## config.mk

```make
export PLATFORM = sky130hd
export DESIGN_NAME = miriscv_lsu_ctrl_flat
export DESIGN_NICKNAME = d
export VERILOG_FILES = /design/src/rtl/miriscv_comdecode_pkg.sv /design/src/rtl/miriscv_lsu_ctrl_if.sv /design/src/rtl/miriscv_lsu_fmt.sv /design/src/rtl/miriscv_lsu_ctrl.sv /design/src/flat_wrapper.sv
export SDC_FILE = /design/constraint.sdc
export NUM_CORES = 1
export LEC_CHECK = 0
export ABC_AREA = 0
export CELL_PAD_IN_SITES_DETAIL_PLACEMENT = 0
export CELL_PAD_IN_SITES_GLOBAL_PLACEMENT = 1
export CORE_UTILIZATION = 47
export DETAILED_ROUTE_END_ITERATION = 10
export DONT_BUFFER_PORTS = 1
export GPL_ROUTABILITY_DRIVEN = 0
export PLACE_DENSITY = 0.94
export SKIP_CTS_REPAIR_TIMING = 1
export SYNTH_ARGS = -nofsm -noshare
export SYNTH_HDL_FRONTEND = slang
export SYNTH_SLANG_ARGS = --single-unit
export TNS_END_PERCENT = 1
```

## constraint.sdc

```tcl
create_clock -name clk_i -period 5.3 [get_ports clk_i]
set_clock_uncertainty 0.2 [all_clocks]
set_input_delay 0.265 -clock clk_i [delete_from_list [all_inputs] [get_ports clk_i]]
set_output_delay 0.265 -clock clk_i [all_outputs]
set_load 0.02 [all_outputs]
```

## src/rtl/miriscv_comdecode_pkg.sv

```systemverilog
// Shared decode types for the miriscv core: memory command encoding,
// LSU access size, LSU sequencer states and the command -> LSU mapping.
package miriscv_comdecode_pkg;

  localparam int LSU_BE_W = 4;

  typedef enum logic [1:0] {
    LSU_BYTE = 2'b00,
    LSU_HALF = 2'b01,
    LSU_WORD = 2'b10
  } lsu_size_t;

  typedef enum logic [1:0] {
    IDLE = 2'b00,
    REQ  = 2'b01,
    WAIT = 2'b10,
    DONE = 2'b11
  } lsu_state_t;

  typedef enum logic [3:0] {
    CMD_NOP,
    LOAD_BYTE,
    LOAD_HALF,
    LOAD_WORD,
    LOAD_BYTE_UNSIGN,
    LOAD_HALF_UNSIGN,
    STORE_BYTE,
    STORE_HALF,
    STORE_WORD
  } command_t;

  typedef struct packed {
    logic      we;
    lsu_size_t size;
    logic      uns;
  } lsu_cmd_t;

  // Map a decoded memory command onto the LSU control fields.
  // Non-memory commands decode to a harmless signed word load.
  function automatic lsu_cmd_t lsu_cmd_decode(command_t cmd);
    lsu_cmd_t c;
    c = '{we: 1'b0, size: LSU_WORD, uns: 1'b0};
    case (cmd)
      LOAD_BYTE:        c = '{we: 1'b0, size: LSU_BYTE, uns: 1'b0};
      LOAD_HALF:        c = '{we: 1'b0, size: LSU_HALF, uns: 1'b0};
      LOAD_WORD:        c = '{we: 1'b0, size: LSU_WORD, uns: 1'b0};
      LOAD_BYTE_UNSIGN: c = '{we: 1'b0, size: LSU_BYTE, uns: 1'b1};
      LOAD_HALF_UNSIGN: c = '{we: 1'b0, size: LSU_HALF, uns: 1'b1};
      STORE_BYTE:       c = '{we: 1'b1, size: LSU_BYTE, uns: 1'b0};
      STORE_HALF:       c = '{we: 1'b1, size: LSU_HALF, uns: 1'b0};
      STORE_WORD:       c = '{we: 1'b1, size: LSU_WORD, uns: 1'b0};
      default:          c = '{we: 1'b0, size: LSU_WORD, uns: 1'b0};
    endcase
    return c;
  endfunction

endpackage

```

## src/rtl/miriscv_lsu_ctrl_if.sv

```systemverilog
// Data-memory request/grant/response bus between the LSU and memory.
interface miriscv_lsu_ctrl_if #(
  parameter int ADDR_W = 32,
  parameter int DATA_W = 32
);
  logic              data_req_o;
  logic              data_we_o;
  logic [3:0]        data_be_o;
  logic [ADDR_W-1:0] data_addr_o;
  logic [DATA_W-1:0] data_wdata_o;
  logic              data_gnt_i;
  logic              data_rvalid_i;
  logic [DATA_W-1:0] data_rdata_i;

  // LSU side drives the request, memory answers with grant/response.
  modport master (
    output data_req_o, data_we_o, data_be_o, data_addr_o, data_wdata_o,
    input  data_gnt_i, data_rvalid_i, data_rdata_i
  );

  modport slave (
    input  data_req_o, data_we_o, data_be_o, data_addr_o, data_wdata_o,
    output data_gnt_i, data_rvalid_i, data_rdata_i
  );
endinterface

```

## src/rtl/miriscv_lsu_fmt.sv

```systemverilog
// Combinational data formatting for the LSU: byte enables, store lane
// replication and load lane select with sign/zero extension.
module miriscv_lsu_fmt
  import miriscv_comdecode_pkg::*;
#(
  parameter int DATA_W = 32
) (
  input  lsu_size_t                size,
  input  logic                     uns,
  input  logic [1:0]               addr_lo,
  input  logic [DATA_W-1:0]        wdata,
  input  logic [DATA_W-1:0]        rdata,
  output logic [LSU_BE_W-1:0]      be,
  output logic [DATA_W-1:0]        wdata_rep,
  output logic [DATA_W-1:0]        rdata_ext
);
  localparam int NUM_LANES = DATA_W / 8;

  logic [NUM_LANES-1:0][7:0] lanes;
  logic [DATA_W-1:0]         b_sh;
  logic [DATA_W-1:0]         h_sh;

  // Byte enables; a misaligned half falls back to the half selected by addr[1].
  always_comb begin
    be = 4'b1111;
    case (size)
      LSU_BYTE: be = 4'b0001 << addr_lo;
      LSU_HALF: be = 4'b0011 << {addr_lo[1], 1'b0};
      default:  be = 4'b1111;
    endcase
  end

  // Store data is replicated onto every lane so memory picks it via be.
  for (genvar l = 0; l < NUM_LANES; l++) begin : g_lane
    assign lanes[l] = (size == LSU_BYTE) ? wdata[7:0] :
                      (size == LSU_HALF) ? wdata[8*(l%2) +: 8] :
                                           wdata[8*l +: 8];
  end
  assign wdata_rep = lanes;

  assign b_sh = rdata >> {addr_lo, 3'b000};
  assign h_sh = rdata >> {addr_lo[1], 4'b0000};

  // Right-align the addressed lane(s) and extend to full width.
  always_comb begin
    rdata_ext = rdata;
    case (size)
      LSU_BYTE: rdata_ext = {{(DATA_W-8){~uns & b_sh[7]}}, b_sh[7:0]};
      LSU_HALF: rdata_ext = {{(DATA_W-16){~uns & h_sh[15]}}, h_sh[15:0]};
      default:  rdata_ext = rdata;
    endcase
  end

endmodule

```

## src/rtl/miriscv_lsu_ctrl.sv

```systemverilog
// Load/store sequencer: latches one memory command from execute, runs the
// req/gnt/rvalid handshake, stalls the core until done and formats data.
// Optional feature macro: MIRISCV_LSU_MISALIGN_TRAP_EN (misaligned half/word
// accesses skip the bus and complete with lsu_misalign_o).
module miriscv_lsu_ctrl
  import miriscv_comdecode_pkg::*;
#(
  parameter int ADDR_W = 32,
  parameter int DATA_W = 32
) (
  input  logic              clk_i,
  input  logic              rst_i,
  input  logic              lsu_req_i,
  input  logic              lsu_we_i,
  input  logic [1:0]        lsu_size_i,
  input  logic              lsu_unsigned_i,
  input  logic [ADDR_W-1:0] lsu_addr_i,
  input  logic [DATA_W-1:0] lsu_wdata_i,
  input  logic              lsu_kill_i,
  output logic              lsu_stall_o,
  output logic              lsu_done_o,
  output logic [DATA_W-1:0] lsu_rdata_o,
`ifdef MIRISCV_LSU_MISALIGN_TRAP_EN
  output logic              lsu_misalign_o,
`endif
  miriscv_lsu_ctrl_if.master bus
);

  lsu_state_t        state_q, state_d;
  logic              we_q;
  lsu_size_t         size_q;
  logic              uns_q;
  logic [ADDR_W-1:0] addr_q;
  logic [DATA_W-1:0] wdata_q;
  logic              discard_q;
  logic [DATA_W-1:0] rdata_q;
  logic              accept;
  logic              go_done;
  logic              in_req;
  logic [3:0]        be;
  logic [DATA_W-1:0] wdata_rep;
  logic [DATA_W-1:0] rdata_ext;

  assign accept = (state_q == IDLE) && lsu_req_i && !lsu_kill_i;

`ifdef MIRISCV_LSU_MISALIGN_TRAP_EN
  logic misaligned;
  logic mis_q;
  assign misaligned = ((lsu_size_t'(lsu_size_i) == LSU_HALF) && lsu_addr_i[0]) ||
                      ((lsu_size_t'(lsu_size_i) == LSU_WORD) && (lsu_addr_i[1:0] != 2'b00));
  assign go_done    = accept && misaligned;
  assign lsu_misalign_o = (state_q == DONE) && mis_q;
`else
  assign go_done = 1'b0;
`endif

  // Next-state: a trapped misaligned access jumps straight to DONE.
  always_comb begin
    state_d = state_q;
    case (state_q)
      IDLE: if (accept) state_d = go_done ? DONE : REQ;
      REQ: begin
        if (bus.data_gnt_i)  state_d = WAIT;
        else if (lsu_kill_i) state_d = IDLE;
      end
      WAIT: if (bus.data_rvalid_i) state_d = DONE;
      DONE: state_d = IDLE;
      default: state_d = IDLE;
    endcase
  end

  // State register, command latch, discard flag and load-data capture.
  always_ff @(posedge clk_i) begin
    if (rst_i) begin
      state_q   <= IDLE;
      we_q      <= 1'b0;
      size_q    <= LSU_BYTE;
      uns_q     <= 1'b0;
      addr_q    <= '0;
      wdata_q   <= '0;
      discard_q <= 1'b0;
      rdata_q   <= '0;
`ifdef MIRISCV_LSU_MISALIGN_TRAP_EN
      mis_q     <= 1'b0;
`endif
    end else begin
      state_q <= state_d;
      if (accept) begin
        we_q      <= lsu_we_i;
        size_q    <= lsu_size_t'(lsu_size_i);
        uns_q     <= lsu_unsigned_i;
        addr_q    <= lsu_addr_i;
        wdata_q   <= lsu_wdata_i;
        discard_q <= 1'b0;
`ifdef MIRISCV_LSU_MISALIGN_TRAP_EN
        mis_q     <= misaligned;
        if (misaligned) rdata_q <= '0;
`endif
      end
      // A kill after the bus has taken the request cannot cancel it; just
      // remember to hide the completion from the core.
      if ((state_q == REQ && bus.data_gnt_i && lsu_kill_i) ||
          (state_q == WAIT && lsu_kill_i))
        discard_q <= 1'b1;
      if (state_q == WAIT && bus.data_rvalid_i && !we_q && !discard_q && !lsu_kill_i)
        rdata_q <= rdata_ext;
    end
  end

  miriscv_lsu_fmt #(.DATA_W(DATA_W)) u_fmt (
    .size      (size_q),
    .uns       (uns_q),
    .addr_lo   (addr_q[1:0]),
    .wdata     (wdata_q),
    .rdata     (bus.data_rdata_i),
    .be        (be),
    .wdata_rep (wdata_rep),
    .rdata_ext (rdata_ext)
  );

  // Bus outputs are only non-zero while a request is presented.
  assign in_req           = (state_q == REQ);
  assign bus.data_req_o   = in_req;
  assign bus.data_we_o    = in_req & we_q;
  assign bus.data_be_o    = in_req ? be : 4'b0000;
  assign bus.data_addr_o  = in_req ? {addr_q[ADDR_W-1:2], 2'b00} : '0;
  assign bus.data_wdata_o = in_req ? wdata_rep : '0;

  assign lsu_done_o  = (state_q == DONE) && !discard_q;
  assign lsu_rdata_o = rdata_q;
  assign lsu_stall_o = lsu_req_i & ~lsu_done_o;

endmodule

```

## src/flat_wrapper.sv

```systemverilog
// flat-port wrapper written by rule: the top's interface ports become plain ports
module miriscv_lsu_ctrl_flat import miriscv_comdecode_pkg::*;
#(
  parameter int ADDR_W = 32,
  parameter int DATA_W = 32
)
  (clk_i, rst_i, lsu_req_i, lsu_we_i, lsu_size_i, lsu_unsigned_i, lsu_addr_i, lsu_wdata_i, lsu_kill_i, lsu_stall_o, lsu_done_o, lsu_rdata_o, bus_data_req_o, bus_data_we_o, bus_data_be_o, bus_data_addr_o, bus_data_wdata_o, bus_data_gnt_i, bus_data_rvalid_i, bus_data_rdata_i);
  miriscv_lsu_ctrl_if #(.ADDR_W(ADDR_W), .DATA_W(DATA_W)) bus_i ();
  input  logic clk_i;
  input  logic rst_i;
  input  logic lsu_req_i;
  input  logic lsu_we_i;
  input  logic [1:0] lsu_size_i;
  input  logic lsu_unsigned_i;
  input  logic [ADDR_W-1:0] lsu_addr_i;
  input  logic [DATA_W-1:0] lsu_wdata_i;
  input  logic lsu_kill_i;
  output logic lsu_stall_o;
  output logic lsu_done_o;
  output logic [DATA_W-1:0] lsu_rdata_o;
  output wire logic [$bits(bus_i.data_req_o)-1:0] bus_data_req_o;
  output wire logic [$bits(bus_i.data_we_o)-1:0] bus_data_we_o;
  output wire logic [$bits(bus_i.data_be_o)-1:0] bus_data_be_o;
  output wire logic [$bits(bus_i.data_addr_o)-1:0] bus_data_addr_o;
  output wire logic [$bits(bus_i.data_wdata_o)-1:0] bus_data_wdata_o;
  input wire logic [$bits(bus_i.data_gnt_i)-1:0] bus_data_gnt_i;
  input wire logic [$bits(bus_i.data_rvalid_i)-1:0] bus_data_rvalid_i;
  input wire logic [$bits(bus_i.data_rdata_i)-1:0] bus_data_rdata_i;
  assign bus_data_req_o = bus_i.data_req_o;
  assign bus_data_we_o = bus_i.data_we_o;
  assign bus_data_be_o = bus_i.data_be_o;
  assign bus_data_addr_o = bus_i.data_addr_o;
  assign bus_data_wdata_o = bus_i.data_wdata_o;
  assign bus_i.data_gnt_i = bus_data_gnt_i;
  assign bus_i.data_rvalid_i = bus_data_rvalid_i;
  assign bus_i.data_rdata_i = bus_data_rdata_i;
  miriscv_lsu_ctrl #(.ADDR_W(ADDR_W), .DATA_W(DATA_W)) u_core (.clk_i(clk_i), .rst_i(rst_i), .lsu_req_i(lsu_req_i), .lsu_we_i(lsu_we_i), .lsu_size_i(lsu_size_i), .lsu_unsigned_i(lsu_unsigned_i), .lsu_addr_i(lsu_addr_i), .lsu_wdata_i(lsu_wdata_i), .lsu_kill_i(lsu_kill_i), .lsu_stall_o(lsu_stall_o), .lsu_done_o(lsu_done_o), .lsu_rdata_o(lsu_rdata_o), .bus(bus_i));
endmodule
```

==> impl_metrics.tcl <==
set metrics [dict create \
    dieArea_um2 11000 \
    rsz0062_at_grt "false" \
    powerDensity_nw_per_um2 259 \
    finalHoldViolCount 0 \
    power.total_mw 1.57 \
    yosys.area.top_type "dfxtp_1" \
    cts-htree-levels 3 \
    whs_ps 19.2 \
    yosysSeqAreaShare_pct 41.3 \
    drc_errors 0 \
    synth_top_family_by_area "simple AND/OR/NAND/NOR gates" \
    end_kind "output port" \
    fin_nets 817 \
    fin_area_um2 6050 \
    clk_pin_slew_worst_paths_ps 100 \
    period_needed_ps 3570 \
    drt_pre_antenna_iters 5 \
    cts_tree "built" \
    synth_fa_ha_area_share_pct 0 \
    grtUsageTotal_pct 25.1 \
    max_stage_delay_ps 640 \
    dp.cells 749 \
    syn_area_per_cell_um2 7.48 \
    ys_seq_elements 103 \
    synthesis.area_um2 5000 \
    finalNonFillerCells 853 \
    synthXorXnorAreaFrac_pct 0 \
    fp.dieW_um 105 \
    yosysUniqueCellTypes 38 \
    regArea_um2 2060 \
    tns_ps 0 \
    tightestPinTransition_ps 1040 \
    placedInstanceArea_um2 4960 \
    min_period_over_period_pct 67.4 \
    chipHeight_um 105 \
    cap_violations 0 \
    post_drt_wl_per_cell_um 18.3 \
    clock_latency_ps 350 \
    synth_cells 668 \
    clock_path_buffers 2 \
    slew_headroom_pct 30.7 \
    criticalPathCategory "reg2out" \
    final_common_cell "nand2_1" \
    final_layout_size_suffix_gt1_share_pct 5.03 \
    crit_chain "nand2b_1 > inv_1 > buf_4 > o21ai_0 > a21oi_1" \
    status "complete, no violations" \
    grt_pass1_wl_um 22000 \
    crit_buf_inv 2 \
    synth-simple-area-share_pct 26.7 \
    fmax_ghz 0.280 \
    cts_buffers 9 \
    area_growth_pct 21.1 \
    coreArea_um2 10300 \
    dp_hpwl_um 9510 \
    via_per_inst 5.87 \
    peakVddDrop_uv 167 \
    hold_class "in2reg" \
    ctsRootBufferMaster "clkbuf_8" \
    slew_viol_final 0 \
    grt_overflow_total 0 \
    rows 37 \
    synthTopCellsByArea "dfxtp_1 41%, nand2_1 13%, a21oi_1 9.6%" \
    via_count 5004 \
    cp_max_fo 26 \
    worst_path_max_delay_cell "inv_1" \
    critPathLaunchType "register" \
    multi_input_area_um2 2640 \
    p_leak_nw 2.08 \
    portBuffers 0 \
    layout_common_cells "179 x nand2_1, 102 x dfxtp_1, 96 x a21oi_1, 86 x dlygate4sd3_1, 41 x and2_1" \
    grt_max_degree 113 \
    yosysTopAreaCellShare_pct 41.3 \
    setup-violations-final 0 \
    ios 210 \
    drtIter0Drc 581 \
    synth_compound_area_share_pct 20.2 \
    n_fill_cell 889 \
    yosysWarnings 0 \
    arrival_ps 3110 \
    antenna_found_initial 1 \
    drt-total-wl_um 15600 \
    start_util_pct 48.4 \
    crit_family "buffers and inverters" \
    required_ps 4840 \
    ant_nets 0 \
    muxShareOfSynthArea_pct 5.58 \
    grt_pass1_vias 4309 \
    cts_sinks 103 \
]
==> through the flow <==
step	util (%)	setup WS, ps
final	58.6	1730
after CTS	50.0	1760
after detailed placement	48.1	2170
after global placement	48.1	2290
after floorplan	-	3210
after global routing	58.6	1420
==> layer usage <==
layer / up-vias / GRT usage, % / share of wire, %
li1: 2338 / - / -
met1: 2372 / 29.7 / 40
met2: 258 / 41.2 / 49
met3: 36 / 7.74 / 8.5
met4: 0 / 11.8 / 2.8
met5: - / 0 / 0
==> power breakdown <==
part	total [mW]	internal, mW	leakage [nW]	switching [mW]
registers	0.835	0.803	0.838	0.0318
logic	0.226	0.0958	1.15	0.130
clock network	0.507	0.232	0.0997	0.275
total	1.57	1.13	2.08	0.436
==> flip-flops by register name, summed over array words and instances, names as in the netlist, named ones only <==
name	cells
u_core.discard_q	1
u_core.uns_q	1
u_core.we_q	1
u_core.lsu_rdata_o	32
u_core.wdata_q	32
u_core.state_q	1
u_core.size_q	2
u_core.addr_q	32
==> worst reg2reg max path, stage by stage, from the launching register on <==
cell and delay, ps:
dfxtp_1 420, or4b_2 1010, nand2_1 170, a21oi_1 70, dlygate4sd3_1 560
==> cell type report <==
type                    count  area share [%]
diodes                      1          0.0414
clock buffers              11            2.34
clock inverters             5           0.931
inverters                  10           0.620
multi-input cells         493            43.6
flip-flops and latches    103            34.1
well taps                 136            2.81
repair buffers             94            15.6
==> final timing paths <==
kind	slack, ps	from	cells past startpoint	to
hold / removal	20	bus_data_rdata_i[12]	4	u_core.lsu_rdata_o[12]
setup reg to reg	2760	u_core.state_q[0]	4	u_core.addr_q[4]
setup / recovery	1730	u_core.state_q[0]	5	bus_data_be_o[2]
hold reg to reg	260	u_core.wdata_q[23]	2	u_core.wdata_q[23]
==> cells in the mapped netlist, drive strengths merged <==
cell type	n
a2111oi	1
a211oi	8
a21boi	8
a21oi	96
a311oi	1
a31oi	7
a32oi	7
a41oi	7
and2	41
and3b	1
buf	16
clkbuf	47
conb	1
dfxtp	103
inv	10
mux2	7
mux2i	20
nand2	179
nand2b	3
nand3b	10
nand4	8
nor2	40
nor2b	3
nor3	3
nor3b	1
nor4b	2
o211ai	1
o21ai	25
o311ai	8
o31a	1
or2	1
or3	1
or4b	1
==> cell families after synthesis <==
logic type | Yosys count
buffers and inverters | 73
multiplexers | 27
other | 1
AO/OA/AOI/OAI | 170
AND/OR/NAND/NOR | 294
flip-flops | 103
Power figures use the tool's default switching activity.
